File: src/rtl/display_capture_pkg.sv
// Shared constants for the seven-segment capture path: hex glyph table,
// blank pattern and the anode-strobe to digit-index mapping.
package display_capture_pkg;

    localparam int NDIGITS = 4;

    // Active-high glyphs on g..a, indexed by the hex value they represent.
    localparam logic [6:0] HEX_GLYPH [16] = '{
        7'h3F, 7'h06, 7'h5B, 7'h4F, 7'h66, 7'h6D, 7'h7D, 7'h07,
        7'h7F, 7'h6F, 7'h77, 7'h7C, 7'h39, 7'h5E, 7'h79, 7'h71
    };

    localparam logic [6:0] BLANK_GLYPH = 7'h7F;

    localparam logic [3:0] AN_DIG0 = 4'b1110;
    localparam logic [3:0] AN_DIG1 = 4'b1101;
    localparam logic [3:0] AN_DIG2 = 4'b1011;
    localparam logic [3:0] AN_DIG3 = 4'b0111;

    typedef struct packed {
        logic [3:0] nibble;
        logic       legal;
        logic       blank;
    } seg_decode_t;

    function automatic logic an_single(input logic [3:0] an);
        return (an == AN_DIG0) || (an == AN_DIG1) || (an == AN_DIG2) || (an == AN_DIG3);
    endfunction

    function automatic logic [1:0] an_index(input logic [3:0] an);
        case (an)
            AN_DIG1: return 2'd1;
            AN_DIG2: return 2'd2;
            AN_DIG3: return 2'd3;
            default: return 2'd0;
        endcase
    endfunction

endpackage

File: src/rtl/display_capture_seg7hex.sv
// Combinational decoder from active-low segment lines to a hex nibble,
// flagging whether the pattern is a legal glyph or the blank pattern.
module seg7hex
    import display_capture_pkg::*;
(
    input  logic [6:0]  seg,
    output seg_decode_t dec
);

    always_comb begin
        dec       = '0;
        dec.blank = (seg == BLANK_GLYPH);
        for (int i = 0; i < 16; i++) begin
            if (~seg == HEX_GLYPH[i]) begin
                dec.legal  = 1'b1;
                dec.nibble = 4'(i);
            end
        end
    end

endmodule

File: src/rtl/display_capture.sv
// Samples a multiplexed 4-digit seven-segment bus, decodes each settled
// digit and publishes the assembled 16-bit word once all four are captured.
module display_capture
    import display_capture_pkg::*;
#(
    parameter int SYNC    = 1,
    parameter int SEG_LAG = 1,
    parameter int SETTLE  = 1
) (
    input  logic        clk,
    input  logic        rst_n,
    input  logic [3:0]  an,
    input  logic [6:0]  seg,
    output logic [15:0] value,
    output logic        valid,
    output logic [3:0]  digit_ok,
    output logic        err
);

    localparam logic [3:0] SETTLE_C = 4'(SETTLE);

    logic [3:0]  an_s;
    logic [6:0]  seg_s;
    logic [3:0]  an_a;

    generate
        if (SYNC != 0) begin : g_sync
            logic [3:0] an_m, an_q;
            logic [6:0] seg_m, seg_q;
            always_ff @(posedge clk or negedge rst_n) begin
                if (!rst_n) begin
                    an_m  <= '0;
                    an_q  <= '0;
                    seg_m <= '0;
                    seg_q <= '0;
                end else begin
                    an_m  <= an;
                    an_q  <= an_m;
                    seg_m <= seg;
                    seg_q <= seg_m;
                end
            end
            assign an_s  = an_q;
            assign seg_s = seg_q;
        end else begin : g_direct
            assign an_s  = an;
            assign seg_s = seg;
        end

        if (SEG_LAG != 0) begin : g_lag
            logic [3:0] an_d;
            always_ff @(posedge clk or negedge rst_n) begin
                if (!rst_n) an_d <= '0;
                else        an_d <= an_s;
            end
            assign an_a = an_d;
        end else begin : g_nolag
            assign an_a = an_s;
        end
    endgenerate

    seg_decode_t dec;
    seg7hex u_dec (.seg(seg_s), .dec(dec));

    logic [3:0]  cnt, cnt_nxt;
    logic [3:0]  prev_an;
    logic [6:0]  prev_seg;
    logic        same, accept;
    logic [1:0]  idx;
    logic [15:0] shadow, shadow_nxt;
    logic [3:0]  seen, seen_nxt, ok_nxt;
    logic        err_nxt, publish;

    // cnt is zero after any unqualified cycle, so a nonzero count means the
    // previous pair was qualified and comparing against it is meaningful.
    always_comb begin
        same    = (cnt != 4'd0) && (an_a == prev_an) && (seg_s == prev_seg);
        cnt_nxt = 4'd0;
        accept  = 1'b0;
        if (an_single(an_a)) begin
            if (!same)                cnt_nxt = 4'd1;
            else if (cnt == SETTLE_C) cnt_nxt = cnt;
            else                      cnt_nxt = cnt + 4'd1;
            accept = (cnt_nxt == SETTLE_C) && !(same && (cnt == SETTLE_C));
        end
    end

    always_comb begin
        idx        = an_index(an_a);
        shadow_nxt = shadow;
        seen_nxt   = seen;
        ok_nxt     = digit_ok;
        err_nxt    = 1'b0;
        if (accept) begin
            if (dec.legal) begin
                shadow_nxt[{idx, 2'b00} +: 4] = dec.nibble;
                seen_nxt[idx] = 1'b1;
                ok_nxt[idx]   = 1'b1;
            end else begin
                ok_nxt[idx] = 1'b0;
                err_nxt     = !dec.blank;
            end
        end
        publish = (seen_nxt == 4'hF);
    end

    always_ff @(posedge clk or negedge rst_n) begin
        if (!rst_n) begin
            cnt      <= '0;
            prev_an  <= '0;
            prev_seg <= '0;
            shadow   <= '0;
            seen     <= '0;
            value    <= '0;
            valid    <= 1'b0;
            digit_ok <= '0;
            err      <= 1'b0;
        end else begin
            cnt      <= cnt_nxt;
            prev_an  <= an_a;
            prev_seg <= seg_s;
            shadow   <= shadow_nxt;
            seen     <= publish ? 4'h0 : seen_nxt;
            digit_ok <= ok_nxt;
            err      <= err_nxt;
            valid    <= publish;
            if (publish) value <= shadow_nxt;
        end
    end

endmodule

File: config.mk
export PLATFORM = sky130hd
export DESIGN_NAME = display_capture
export DESIGN_NICKNAME = d
export VERILOG_FILES = /design/src/rtl/display_capture_pkg.sv /design/src/rtl/display_capture_seg7hex.sv /design/src/rtl/display_capture.sv
export SDC_FILE = /design/constraint.sdc
export NUM_CORES = 1
export LEC_CHECK = 0
export ABC_AREA = 0
export BUFFER_PORTS_ARGS = -buffer_cell sky130_fd_sc_hd__buf_2
export CORE_UTILIZATION = 45
export CTS_BUF_LIST = sky130_fd_sc_hd__clkbuf_4
export CTS_CLUSTER_SIZE = 40
export DETAILED_ROUTE_END_ITERATION = 7
export GPL_TIMING_DRIVEN = 1
export PLACE_DENSITY = 0.69
export SYNTH_ARGS = -nofsm -noshare
export SYNTH_HDL_FRONTEND = slang
export SYNTH_SLANG_ARGS = --single-unit
File: constraint.sdc
create_clock -name clk -period 6.3 [get_ports clk]
set_clock_uncertainty 0.15 [all_clocks]
set_input_delay 0.63 -clock clk [delete_from_list [all_inputs] [get_ports clk]]
set_output_delay 0.63 -clock clk [all_outputs]
set_load 0.005 [all_outputs]
==> results of run 1 <==
[logic make-up (layout without fill, tap and decap cells)]
group | Yosys count | count (layout) | share of synthesized area [%]
simple gates | 78 | 78 | 12.3
fa+ha+maj | 11 | 11 | 3.67
xor+xnor | 17 | 17 | 3.97
flops | 83 | 83 | 55.4
buf+inv | 17 | 56 | 4.07
compound gates | 31 | 31 | 8.70
mux | 34 | 34 | 12.0
[worst reg2reg max path, delay by kind of cell (launching register included)]
kind	cells	cell delay, ps
AND/OR/NAND/NOR	3	790
AO/OA/AOI/OAI	3	680
buffers and inverters	2	490
flip-flops	1	440
multiplexers	1	380
adder cells (fa/ha/maj)	1	190
[synth_stat cells, types with 2 or more instances]
| cell | count | area [µm²] |
|---|---|---|
| xnor2_1 | 2 | 17.5 |
| nand3_1 | 6 | 30.0 |
| a31oi_1 | 2 | 12.5 |
| mux2_4 | 15 | 225 |
| a22o_1 | 4 | 35.0 |
| ha_1 | 11 | 138 |
| o31ai_1 | 2 | 15.0 |
| a41oi_2 | 2 | 32.5 |
| buf_6 | 7 | 78.8 |
| a21oi_2 | 2 | 17.5 |
| a41oi_4 | 2 | 55.1 |
| nand3b_1 | 4 | 30.0 |
| nand2_1 | 8 | 30.0 |
| nor3_1 | 4 | 20.0 |
| nor4_1 | 3 | 18.8 |
| inv_1 | 5 | 18.8 |
| dfrtp_1 | 83 | 2080 |
| nor2_1 | 27 | 101 |
| mux2_2 | 17 | 191 |
| clkbuf_8 | 2 | 27.5 |
| and2_1 | 3 | 18.8 |
| nand4_1 | 4 | 25.0 |
| nand2b_1 | 3 | 18.8 |
| a21oi_1 | 3 | 15.0 |
| xor2_1 | 15 | 131 |
| nand4b_1 | 2 | 17.5 |
[state kept, by name, indices dropped and copies added (netlist names), named ones only]
signal,flops
an_s,4
value,16
g_sync.an_m,4
g_sync.seg_q,7
err,1
an_a,4
g_sync.seg_m,7
seen,4
prev_seg,7
valid,1
prev_an,4
shadow,16
cnt,4
[per-layer routing]
layer,share of wire (%),vias to the layer above
li1,-,1034
met1,49,1015
met2,45,52
met3,4.4,12
met4,2.4,0
met5,0,-
[power by group]
part	leakage, nW	switching, mW	internal (mW)
sequential	1.07	0.0201	0.555
clock	0.0725	0.184	0.123
combinational	0.756	0.0481	0.0367
total	1.89	0.253	0.714
[per-stage QoR]
stage	hold slack [ps]	instance area [µm²]
6_report	136	4070
5_1_grt	101	4070
4_1_cts	101	4070
3_5_place_dp	185	3930
3_3_place_gp	182	3930
2_1_floorplan	181	3750
[cells in the final DEF, fill, tap and decap left out, types with 3 or more instances in the layout]
| cell | synthesis | layout |
|---|---|---|
| dfrtp_1 | 83 | 83 |
| buf_2 | 0 | 33 |
| nor2_1 | 27 | 27 |
| mux2_2 | 17 | 17 |
| xor2_1 | 15 | 15 |
| mux2_4 | 15 | 15 |
| ha_1 | 11 | 11 |
| clkbuf_4 | 0 | 9 |
| nand2_1 | 8 | 8 |
| nand3_1 | 6 | 6 |
| inv_1 | 5 | 5 |
| nand3b_1 | 4 | 4 |
| nor3_1 | 4 | 4 |
| nand4_1 | 4 | 4 |
| a22o_1 | 4 | 4 |
| nand2b_1 | 3 | 3 |
| nor4_1 | 3 | 3 |
| a21oi_1 | 3 | 3 |
| and2_1 | 3 | 3 |
[final cells by class]
class                           instances  area share [%]
Clock buffer                            9            1.66
Clock inverter                          7            1.88
Inverter                                5           0.461
Tap cell                              102            3.14
Timing Repair Buffer                   35            4.43
Sequential cell                        83            51.0
Multi-Input combinational cell        171            37.4
[worst max path at each step]
| stage | start | end | slack (ps) | cells after the start |
|---|---|---|---|---|
| after floorplan | cnt[1]$_DFF_PN0_ | value[10]$_DFFE_PN0P_ | 3600 | 11 |
| after global placement | cnt[1]$_DFF_PN0_ | value[0]$_DFFE_PN0P_ | 3260 | 10 |
| after detailed placement | cnt[1]$_DFF_PN0_ | value[0]$_DFFE_PN0P_ | 3120 | 10 |
| after CTS | cnt[1]$_DFF_PN0_ | value[0]$_DFFE_PN0P_ | 3100 | 10 |
| after global routing | cnt[1]$_DFF_PN0_ | value[0]$_DFFE_PN0P_ | 2890 | 10 |
| final | cnt[1]$_DFF_PN0_ | value[0]$_DFFE_PN0P_ | 3090 | 10 |
==> run summary, run 1 <==
initial antenna violation count: 0
Crit Path Category: flip-flop to flip-flop
Most Used Layer, Global Route: met2
R2R cell count: 10
CP max-delay cell: dfrtp_1
Crit Reg-Reg Startpoint: cnt[1]$_DFF_PN0_
CP Buf/Inv Count: 2
CTS tree: done
Routed Antenna Nets: 0
Post-Syn Nets: 295
initial drt markers: 121
Hold EP: g_sync.seg_m[3]$_DFF_PN0_
critical-path cell list: inv_1 > ha_1 > nor3b_2 > nand3_1 > o31ai_1 > a21o_1 > a41oi_4 > nor4_4 > buf_4 > mux2_2
largest net degree at the start of global routing: 84
DP Cell Count: 396
grt ovf: 0
asr flop ratio synth: 100%
Post-Layout Cell Count: 412
io pins: 35
via/cell ratio: 5.13
synthesized instance count: 271
Post-synth EDFFs: 0
FILL cells: 683
Cell Area, Synth: 3750 µm²
Rows: 32
Top FF cell, synth: dfrtp_1
Design Power: 0.967 mW
Pre-antenna DRT Iters: 4
status: finished, final reports clean
Pleak: 1.89 nW
IO buf count: 34
H-tree depth: 3
clk_lat worst skew: 440 ps
share of cells above drive strength 1: 33.5%
final design utilization: 51.6%
diode count: 0
via count: 2113
Area Overhead vs Synth: 8.47%
DP Worst Slack: 3120 ps
count of cell types in the netlist: 59
nets: 329
Critical Path Source Type: flip-flop
Power Density: 238 nW/µm²
syn avg cell area: 13.8 µm²
core footprint: 7890 µm²
CTS max path bufs: 2
Final Hold Fails: 0
FF+latch area: 2080 µm²
worst vdd ir: 103 µV
sequential-to-total area share from yosys stat: 55.4%
final setup TNS: 0 ps
worst reg2reg endpoint: value[0]$_DFFE_PN0P_
max incr delay on CP: 440 ps
Critical Path RT: 6490 ps
drt wl/cell: 14.7 µm
setup violators final: 0
Total GRT Usage: 15.6%
clock sink count: 83
vias in the first global route: 2123
Placer Congestion: 0.795
Post-CTS Hold Fix Bufs: 0
footprint of the multi-input gates: 1520 µm²
root cell of the clock tree: clkbuf_4
FF-to-FF setup slack: 3090 ps
Routed WL: 6.04 mm
final worst slack: 3090 ps
Fmax achieved: 312 MHz
detailed placement HPWL: 4.02 mm
Slew Limit Fails: 0
Final Critical Period: 3210 ps
GRT met3 Usage: 3.74%
Max-cap violations: 0
Die Wd: 93.3 µm
#FFs+latches synth: 83
slew margin rel.: 34.0%
Cells on Worst Hold Path: 1
met1 usage: 21.5%
crit share post-route: 51.0%
worst min path class: input port to flip-flop
total number of yosys warnings: 0
# DRC: 0
Worst-path clk slew: 130 ps
first-pass GRT wire length: 10.3 mm
Worst Setup End Kind: flip-flop
Starting Density: 47.6%
setup bufs post-CTS: 0
Num CTS Buffers: 9
Post-CTS Resized: 0
Total Die Area: 8710 µm²
hold_sp: seg[3]
RSZ-0062 raised after global routing: no
crit path max fanout: 20
Worst EP arrival: 3400 ps
Die Span Y: 93.3 µm
routing usage on met2: 22.8%
Worst Max-Slew Pin Slew: 990 ps
CP delay by family, top: simple AND/OR/NAND/NOR gates
(Power assumes the default switching activity.)
==> run 2, diff against run 1 <==
==> constraint.sdc (replaced) <==
create_clock -name clk -period 3.1 [get_ports clk]
set_clock_uncertainty 0.15 [all_clocks]
set_input_delay 0.31 -clock clk [delete_from_list [all_inputs] [get_ports clk]]
set_output_delay 0.31 -clock clk [all_outputs]
set_load 0.005 [all_outputs]
==> run summary, run 2 (same netlist as run 1, synthesis figures left out) <==
status: finished, final reports clean
via/cell ratio: 5.18 (+1.0%)
Routed WL: 6.15 mm (+1.9%)
Power Density: 448 nW/µm² (+88%)
Switch Pwr: 0.488 mW (+93%)
worst min path class: flip-flop to flip-flop
DP Cell Count: 400 (+1.0%)
clock sink count: 83 (unchanged)
core footprint: 7890 µm² (unchanged)
post-route cell area: 4210 µm² (+3.4%)
DP Worst Slack: 24.5 ps (-3090 ps)
largest net degree at the start of global routing: 84 (unchanged)
Critical Path End: value[0]$_DFFE_PN0P_
final design utilization: 53.4% (+1.8 points)
max incr delay on CP: 440 ps (about the same)
Reg power frac: 62.0% (+2.5 points)
Final Hold Fails: 0 (unchanged)
slew margin rel.: 33.4% (-0.58 points)
Design Power: 1.88 mW (+95%)
Crit Path Category: flip-flop to flip-flop
Pre-antenna DRT Iters: 4 (unchanged)
WL met2: 2.91 mm (+8.0%)
setup violators final: 0 (unchanged)
Switching Share: 25.9% (-0.23 points)
IO buf count: 34 (unchanged)
Post-Layout Cell Count: 428 (+3.9%)
Num CTS Buffers: 9 (unchanged)
worst setup path start: cnt[1]$_DFF_PN0_
Worst EP arrival: 3100 ps (-300 ps)
Worst Max-Slew Pin Slew: 999 ps (+8.73 ps)
initial antenna violation count: 0 (unchanged)
commonest non-fill, non-tap cell in the layout: dfrtp_1
Critical Path Source Type: flip-flop
met1 WL: 2.90 mm (-1.1%)
final worst slack: 176 ps (-2910 ps)
Critical Path RT: 3270 ps (-3220 ps)
Die Wd: 93.3 µm (unchanged)
Total Die Area: 8710 µm² (unchanged)
Max-cap violations: 0 (unchanged)
Slew Limit Fails: 0 (unchanged)
worst reg2reg endpoint: value[0]$_DFFE_PN0P_
setup bufs post-CTS: 0 (unchanged)
Pleak: 1.96 nW (+3.2%)
total stage count of the critical path: 10 (unchanged)
RSZ-0062 raised after global routing: no
share of cells above drive strength 1: 33.1% (-0.42 points)
H-tree depth: 3 (unchanged)
DR top layer: met4
Area after DPL: 3970 µm² (+1.1%)
clock power share: 27.9% (-3.9 points)
grt ovf: 0 (unchanged)
Worst Setup End Kind: flip-flop
via count: 2218 (+5.0%)
Starting Density: 47.6% (unchanged)
# DRC: 0 (unchanged)
Worst-path clk slew: 130 ps (about the same)
CP delay by family, top: simple AND/OR/NAND/NOR gates
commonest cells after routing, fill and taps aside: 83 x dfrtp_1, 33 x buf_2, 27 x nor2_1
WL met3: 236 µm (-12%)
Fmax achieved: 342 MHz (+9.8%)
vias in the first global route: 2256 (+6.3%)
Area Overhead vs Synth: 12.2%
Total GRT Usage: 16.2% (+0.59 points)
first-pass GRT wire length: 10.8 mm (+5.5%)
Routed Antenna Nets: 0 (unchanged)
crit share post-route: 94.3% (+43 points)
Regs by FF count: shadow: 16 flops, value: 16 flops
worst vdd ir: 243 µV (+140%)
final setup TNS: 0 ps (unchanged)
CTS tree: done
Die Span Y: 93.3 µm (unchanged)
root cell of the clock tree: clkbuf_4
Placer Congestion: 0.803 (+0.98%)
Crit Reg-Reg Startpoint: cnt[1]$_DFF_PN0_
R2R cell count: 10 (unchanged)
drt wl/cell: 14.4 µm (-1.9%)
worst hold margin: 211 ps (+75.5 ps)
clk_lat worst skew: 430 ps (about the same)
CP Buf/Inv Count: 2 (unchanged)
CTS max path bufs: 2 (unchanged)
diode count: 0 (unchanged)
crit path max fanout: 21 (+5.0%)
critical-path cell list: inv_1 > ha_1 > nor3b_4 > nand3_1 > o31ai_1 > a21o_2 > a41oi_4 > nor4_4 > buf_12 > mux2_2
CP max-delay cell: dfrtp_1
Final Critical Period: 2920 ps (-286 ps)
FF-to-FF setup slack: 180 ps (-2910 ps)
detailed placement HPWL: 4.14 mm (+3.0%)
initial drt markers: 172 (+42%)
io pins: 35 (unchanged)
Rows: 32 (unchanged)
Pint: 1.40 mW (+95%)
Comb pwr share: 10.1% (+1.3 points)
nets: 345 (+4.9%)
[run 2: changes by cell type in the layout (fill, tap and decap cells not counted), sizes merged]
cell,before,now
bufinv,1,0
clkbuf,9,11
clkinvlp,2,1
clkinv,3,4
inv,6,5
buf,35,39
dlygate4sd3,0,12
[run 2: what timing repair did]
item | CTS | global route
hold buffers | 12 | 0
hold endpoints to repair | 94 | 0
setup endpoints to repair | 0 | 16
gates resized for setup | 0 | 2
[run 2: worst min-delay path by stage]
stage,from,end,depth (start not counted)
after floorplan,rst_n,async pin,0
after global placement,an_s[2]$_DFF_PN0_,an_a[2]$_DFF_PN0_,0
after detailed placement,g_sync.an_m[3]$_DFF_PN0_,an_s[3]$_DFF_PN0_,0
after CTS,g_sync.an_m[3]$_DFF_PN0_,an_s[3]$_DFF_PN0_,0
after global routing,g_sync.seg_m[5]$_DFF_PN0_,g_sync.seg_q[5]$_DFF_PN0_,0
final,g_sync.an_m[3]$_DFF_PN0_,an_s[3]$_DFF_PN0_,0
[run 2: metal layers]
layer  up-vias  GRT usage (%)
met5         -              0
met4         0           5.77
met3         8           3.98
met2        47           26.2
met1      1108           21.3
li1       1055              -
[run 2: power groups by stage]
stage	Combinational (mW)	Clock (mW)	Sequential, mW
floorplan	0.138	0	1.17
global placement	0.176	0	1.19
detailed placement	0.181	0	1.19
CTS	0.193	0.545	1.17
global route	0.214	0.587	1.17
finish	0.191	0.525	1.17
[run 2: final cells by class]
class / count / area [µm²]
fill: 683 / 3680
sequential: 83 / 2080
multi-input combinational: 171 / 1530
timing repair buffer: 51 / 343
tap: 102 / 128
clock buffer: 11 / 82.6
clock inverter: 5 / 30.0
inverter: 5 / 18.8
[run 2: worst reg2reg max path, cell delays in order, from the launching register on]
cell and delay [ps]:
dfrtp_1 440, inv_1 120, ha_1 210, nor3b_4 290, nand3_1 110, o31ai_1 80, a21o_2 310, a41oi_4 170
nor4_4 370, buf_12 230, mux2_2 350
